<file path="src/rtl/cmp_pkg.sv">
`default_nettype none
// ============================================================================
// Module      : cmp_pkg
// Description : Shared types for the serial magnitude comparator.
//               Holds the control FSM state encoding.
// Revision    : 1.0 - initial release
// ============================================================================
package cmp_pkg;

  // Control FSM of magcompare_serial.
  typedef enum logic [1:0] {
    IDLE = 2'd0,  // waiting for operands
    SCAN = 2'd1,  // walking digits MSB-first
    DONE = 2'd2   // result presented, waiting for consumer
  } statetype_t;

endpackage : cmp_pkg
`default_nettype wire

</file>
<file path="src/rtl/magcompare_digit.sv">
`default_nettype none
// ============================================================================
// Module      : magcompare_digit
// Description : Combinational unsigned compare of two DIGIT-bit digits.
//               Equality is derived by the caller as ~(o_lt | o_gt).
// Ports       : i_a, i_b  - digits to compare
//               o_lt      - i_a < i_b (unsigned)
//               o_gt      - i_a > i_b (unsigned)
// Revision    : 1.0 - initial release
// ============================================================================
module magcompare_digit #(
  parameter int DIGIT = 2
) (
  input  logic [DIGIT-1:0] i_a,
  input  logic [DIGIT-1:0] i_b,
  output logic             o_lt,
  output logic             o_gt
);

  assign o_lt = (i_a < i_b);
  assign o_gt = (i_a > i_b);

endmodule : magcompare_digit
`default_nettype wire

</file>
<file path="src/rtl/magcompare_serial.sv">
`default_nettype none
// ============================================================================
// Module      : magcompare_serial
// Description : Iterative MSB-first magnitude comparator. Scans two WIDTH-bit
//               operands one DIGIT-bit digit per cycle and stops at the first
//               differing digit. Produces EQ, signed LT and unsigned LTu.
// Ports       : clk, reset      - clock, synchronous active-high reset
//               InValid/InReady - operand handshake (A, B)
//               OutValid/OutReady - result handshake (EQ, LT, LTu)
// Revision    : 1.0 - initial release
// ============================================================================
module magcompare_serial
  import cmp_pkg::*;
#(
  parameter int WIDTH = 64,
  parameter int DIGIT = 2
) (
  input  logic             clk,
  input  logic             reset,
  input  logic             InValid,
  output logic             InReady,
  input  logic [WIDTH-1:0] A,
  input  logic [WIDTH-1:0] B,
  output logic             OutValid,
  input  logic             OutReady,
  output logic             EQ,
  output logic             LT,
  output logic             LTu
);

  localparam int NDIG = WIDTH / DIGIT;
  localparam int CW   = $clog2(NDIG);

  localparam logic [CW-1:0] c_CNT_LAST = CW'(NDIG - 1);
  localparam logic [CW-1:0] c_CNT_ONE  = CW'(1);
  localparam logic [CW-1:0] c_CNT_ZERO = '0;

  statetype_t       r_state;
  statetype_t       w_next_state;

  logic [WIDTH-1:0] r_a;
  logic [WIDTH-1:0] r_b;
  logic [CW-1:0]    r_cnt;
  logic             r_out_valid;
  logic             r_eq;
  logic             r_lt;
  logic             r_ltu;

  logic [DIGIT-1:0] w_dig_a;
  logic [DIGIT-1:0] w_dig_b;
  logic             w_dig_lt;
  logic             w_dig_gt;
  logic             w_dig_eq;
  logic             w_msb_differ;
  logic             w_last_dig;

  // --------------------------------------------------------------------------
  // Current digit selection and compare
  // --------------------------------------------------------------------------
  always_comb begin
    w_dig_a = r_a[int'(r_cnt) * DIGIT +: DIGIT];
    w_dig_b = r_b[int'(r_cnt) * DIGIT +: DIGIT];
  end

  magcompare_digit #(
    .DIGIT (DIGIT)
  ) u_digit (
    .i_a  (w_dig_a),
    .i_b  (w_dig_b),
    .o_lt (w_dig_lt),
    .o_gt (w_dig_gt)
  );

  assign w_dig_eq     = ~(w_dig_lt | w_dig_gt);
  assign w_last_dig   = (r_cnt == c_CNT_ZERO);
  // When the sign bits differ the negative operand is the smaller one,
  // regardless of what the unsigned scan found.
  assign w_msb_differ = r_a[WIDTH-1] ^ r_b[WIDTH-1];

  // --------------------------------------------------------------------------
  // FSM: state register
  // --------------------------------------------------------------------------
  always_ff @(posedge clk) begin
    if (reset) begin
      r_state <= IDLE;
    end else begin
      r_state <= w_next_state;
    end
  end

  // --------------------------------------------------------------------------
  // FSM: next state
  // --------------------------------------------------------------------------
  always_comb begin
    w_next_state = r_state;
    case (r_state)
      IDLE: begin
        if (InValid) begin
          w_next_state = SCAN;
        end
      end
      SCAN: begin
        if (!w_dig_eq || w_last_dig) begin
          w_next_state = DONE;
        end
      end
      DONE: begin
        if (OutReady) begin
          w_next_state = IDLE;
        end
      end
      default: w_next_state = IDLE;
    endcase
  end

  // --------------------------------------------------------------------------
  // Operand capture, digit counter and result registers
  // --------------------------------------------------------------------------
  always_ff @(posedge clk) begin
    if (reset) begin
      r_a         <= '0;
      r_b         <= '0;
      r_cnt       <= c_CNT_ZERO;
      r_out_valid <= 1'b0;
      r_eq        <= 1'b0;
      r_lt        <= 1'b0;
      r_ltu       <= 1'b0;
    end else begin
      // OutValid is a registered copy of "next state is DONE".
      r_out_valid <= (w_next_state == DONE);
      case (r_state)
        IDLE: begin
          if (InValid) begin
            r_a   <= A;
            r_b   <= B;
            r_cnt <= c_CNT_LAST;
          end
        end
        SCAN: begin
          if (!w_dig_eq) begin
            r_eq  <= 1'b0;
            r_ltu <= w_dig_lt;
            r_lt  <= w_msb_differ ? r_a[WIDTH-1] : w_dig_lt;
          end else if (w_last_dig) begin
            r_eq  <= 1'b1;
            r_ltu <= 1'b0;
            r_lt  <= 1'b0;
          end else begin
            r_cnt <= r_cnt - c_CNT_ONE;
          end
        end
        default: begin
          // DONE: flags held until the consumer takes them
        end
      endcase
    end
  end

  assign InReady  = (r_state == IDLE);
  assign OutValid = r_out_valid;
  assign EQ       = r_eq;
  assign LT       = r_lt;
  assign LTu      = r_ltu;

endmodule : magcompare_serial
`default_nettype wire

</file>
<file path="config.mk">
export PLATFORM = sky130hd
export DESIGN_NAME = magcompare_serial
export DESIGN_NICKNAME = d
export VERILOG_FILES = /design/src/rtl/cmp_pkg.sv /design/src/rtl/magcompare_digit.sv /design/src/rtl/magcompare_serial.sv
export SDC_FILE = /design/constraint.sdc
export NUM_CORES = 1
export LEC_CHECK = 0
export CORE_ASPECT_RATIO = 0.8
export CORE_UTILIZATION = 50
export CTS_CLUSTER_DIAMETER = 60
export CTS_CLUSTER_SIZE = 8
export DETAILED_ROUTE_END_ITERATION = 6
export GPL_TIMING_DRIVEN = 0
export PLACE_DENSITY_LB_ADDON = 0.12
export SKIP_LAST_GASP = 1
export SLEW_MARGIN = 10
export SYNTH_ARGS = -nofsm -noshare
export SYNTH_HDL_FRONTEND = slang
export SYNTH_HIERARCHICAL = 1
export SYNTH_SLANG_ARGS = --single-unit
</file>
<file path="constraint.sdc">
create_clock -name clk -period 4 [get_ports clk]
set_input_delay 0.8 -clock clk [delete_from_list [all_inputs] [get_ports clk]]
set_output_delay 0.8 -clock clk [all_outputs]
set_load 0.05 [all_outputs]
</file>
==> results.json <==
{
  "report.final.hold_viol_count": 0,
  "fmax_mhz": 265,
  "fin_crit_ns": 3.77,
  "top_layer_used": "met4",
  "critPathBufInv": 4,
  "drive_gt1_share_pct": 12.1,
  "syn_avg_cell_area_um2": 8.34,
  "reg2reg_from": "r_cnt[1]",
  "cts_buffers": 17,
  "m1WireLength_um": 7700,
  "antenna_found_initial": 0,
  "yosys.area.top_type_share_pct": 46.0,
  "drc": 19,
  "required_ns": 4.35,
  "gp_congestion": 0.836,
  "slowest_stage": "nor2_1",
  "post_drt_via_cell_ratio": 5.52,
  "met2_length_um": 8210,
  "yosys_warnings": 6,
  "layout_setup_ws_ns": 0.231,
  "hold_class": "reg -> reg",
  "layout_commonest_cell": "nand2_1",
  "synthArstFlopShare_pct": 0,
  "synth_seq_cells": 139,
  "syn_nets": 861,
  "clk_pin_slew_ns": 0.06,
  "n_fill_cell": 929,
  "tightest_slew_ns": 0.797,
  "std_cell_rows": 35,
  "dieArea_um2": 12500,
  "wl_per_cell_um": 16.9,
  "hold_depth": 2,
  "post_cts_resized": 0,
  "r2r_slack_ns": 0.23,
  "die_w_um": 125,
  "initialDrtViolationCount": 477,
  "synthesis.area_um2": 6040,
  "n_antenna_cell": 0,
  "track_usage_pct": 28.9,
  "violations": "DRC",
  "dieHeight_um": 100,
  "hold_buffers": 0,
  "port-buffer-count": 135,
  "finalSetupViolations": 0,
  "cp_top_family": "simple AND/OR/NAND/NOR gates",
  "grt_overflow": 0,
  "crit_path_cell_trace": "buf_2 > buf_6 > and3b_1 > clkbuf_1 > a22oi_1 > nand4_1 > and2_1 > inv_1 > ha_1 > nor2b_4 > a2bb2oi_2 > nor2_1 > nand3_2 > a21o_1 > a21oi_1",
  "cts_buffer_depth": 2,
  "clkLatencyLatePin_ns": 0.43,
  "grt_max_degree": 17,
  "clock_sinks": 139,
  "synth-main-ff-cell": "dfxtp_1",
  "startpoint": "r_cnt[1]",
  "syn-instance-count": 725,
  "core_um2": 11600,
  "drv_cap": 0,
  "hpwl_um": 12800,
  "min_to": "r_b[43]",
  "route.met3.wl_um": 1180,
  "crit_type": "reg -> reg",
  "rsz0062_at_grt": "false",
  "hold_path_startpoint": "r_b[43]",
  "num_io_pins": 137,
  "vdd_ir_drop_max_uv": 344,
  "p_leak_uw": 0.00305,
  "grt_pass1_vias": 5611,
  "crit_arrival_ns": 4.12,
  "nNetsFinal": 1015,
  "cts-root-buf": "clkbuf_16",
  "initial_core_util_pct": 51.9,
  "slew-limit-headroom_pct": 46.9,
  "slew_viol_final": 0,
  "cts-htree-levels": 4,
  "grt_pass1_wl_um": 27700,
  "most-common-layout-cells": "nand2_1, dfxtp_1, a21oi_1",
  "ys_seq_area_share_pct": 46.0,
  "synth_edf_count": 0,
  "reg2reg_depth": 15,
  "holdWs_ns": 0.451,
  "wl_um": 17500,
  "yosys-top-cells-area": "dfxtp_1, nand2_1, a21oi_1, mux4_2, mux2_2",
  "pwr_density_cell_nw_per_um2": 604,
  "finalSetupTns_ns": 0,
  "layout-area-overhead-vs-synth_pct": 34.3,
  "cts_tree": "yes",
  "startpoint_type": "register",
  "synth_cell_types": 40,
  "slowest_delay_ns": 0.47,
  "post_cts_buffers": 0,
  "r2r_end": "r_cnt[0]",
  "synth_top_cell_by_area": "dfxtp_1",
  "vias": 5733,
  "post-route-period-util_pct": 94.2,
  "drt_pass1_iterations": 7,
  "postRouteAntennaNets": 0,
  "clock_skew_ns": 0.0151,
  "path_max_fanout": 10,
  "pre_cts_slack_ns": 0.459,
  "status": "complete, but fails checks",
  "end_kind": "register"
}
worst register-to-register path, delay by kind of cell (launching register included):
| family | cells | cell delay (ns) |
|---|---|---|
| buffers and inverters | 4 | 0.96 |
| adder cells (fa/ha/maj) | 1 | 0.30 |
| AO/OA/AOI/OAI | 4 | 0.76 |
| AND/OR/NAND/NOR | 6 | 1.33 |
| flip-flops | 1 | 0.34 |
synthesized netlist by cell type, drive strengths merged (2+ instances only):
cell,instances
nor2b,2
mux2i,2
nor2,13
xor2,3
o211ai,3
nor3,2
nor3b,3
o21ai,4
nand4,6
buf,31
dfxtp,139
a2bb2oi,2
clkbuf,26
mux4,20
ha,4
nand2,265
mux2,23
a22oi,4
a221oi,3
a21oi,138
nor4,3
a32oi,3
and2,4
nand2b,3
o22ai,4
inv,5
nand3,5
sequential cells by signal (all words and copies together) (netlist names):
name	cells
EQ	1
LT	1
LTu	1
OutValid	1
r_a	64
r_b	64
r_cnt	5
r_state	2
where the power goes:
group          total, uW  leakage, uW  switching [uW]  internal (uW)
Clock               1440     0.000269             569            875
Sequential          1720      0.00114             120           1600
Combinational       1740      0.00164            1020            719
metal layers:
layer / vias up / global-route usage, %
met5: - / 0
met4: 0 / 11.6
met3: 40 / 6.98
met2: 241 / 48.7
met1: 2690 / 35.9
li1: 2762 / -
metrics by stage:
step	total power, uW	cell area [um2]	instances	utilization [%]
after floorplan	2900	6040	725	-
after global placement	3380	7580	1008	65.1
after detailed placement	3440	7580	1008	65.1
after CTS	4890	8120	1039	69.7
after global routing	5120	8120	1039	69.7
final	4900	8120	1039	69.7
layout make-up:
cell class / count / area [um2] / area share [%]
multi-input combinational: 524 / 2960 / 36.5
sequential: 139 / 2780 / 34.3
timing repair buffer: 135 / 1350 / 16.6
clock buffer: 22 / 464 / 5.72
buffer: 57 / 279 / 3.44
tap: 148 / 185 / 2.28
clock inverter: 9 / 72.6 / 0.894
inverter: 5 / 18.8 / 0.231
worst max-delay path by stage:
| stage | to | slack (ns) | cells past startpoint |
|---|---|---|---|
| final | r_cnt[0] | 0.23 | 15 |
| after global routing | r_cnt[0] | 0.11 | 15 |
| after CTS | r_cnt[0] | 0.37 | 14 |
| after detailed placement | r_cnt[0] | 0.46 | 14 |
| after global placement | r_cnt[0] | 0.54 | 14 |
| after floorplan | r_cnt[0] | 1.02 | 12 |
cells by family (layout without fill, tap and decap cells):
| kind of cell | after synthesis | after routing | synth area share (%) |
|---|---|---|---|
| adders and majority gates | 4 | 4 | 0.828 |
| and+or+nand+nor | 308 | 308 | 20.7 |
| buffers and inverters | 62 | 228 | 4.93 |
| AOI/OAI and AO/OA | 164 | 164 | 15.0 |
| DFF | 139 | 139 | 46.0 |
| xor gates and xnor gates | 3 | 3 | 0.435 |
| muxes | 45 | 45 | 12.1 |
Power figures use the tool's default switching activity.
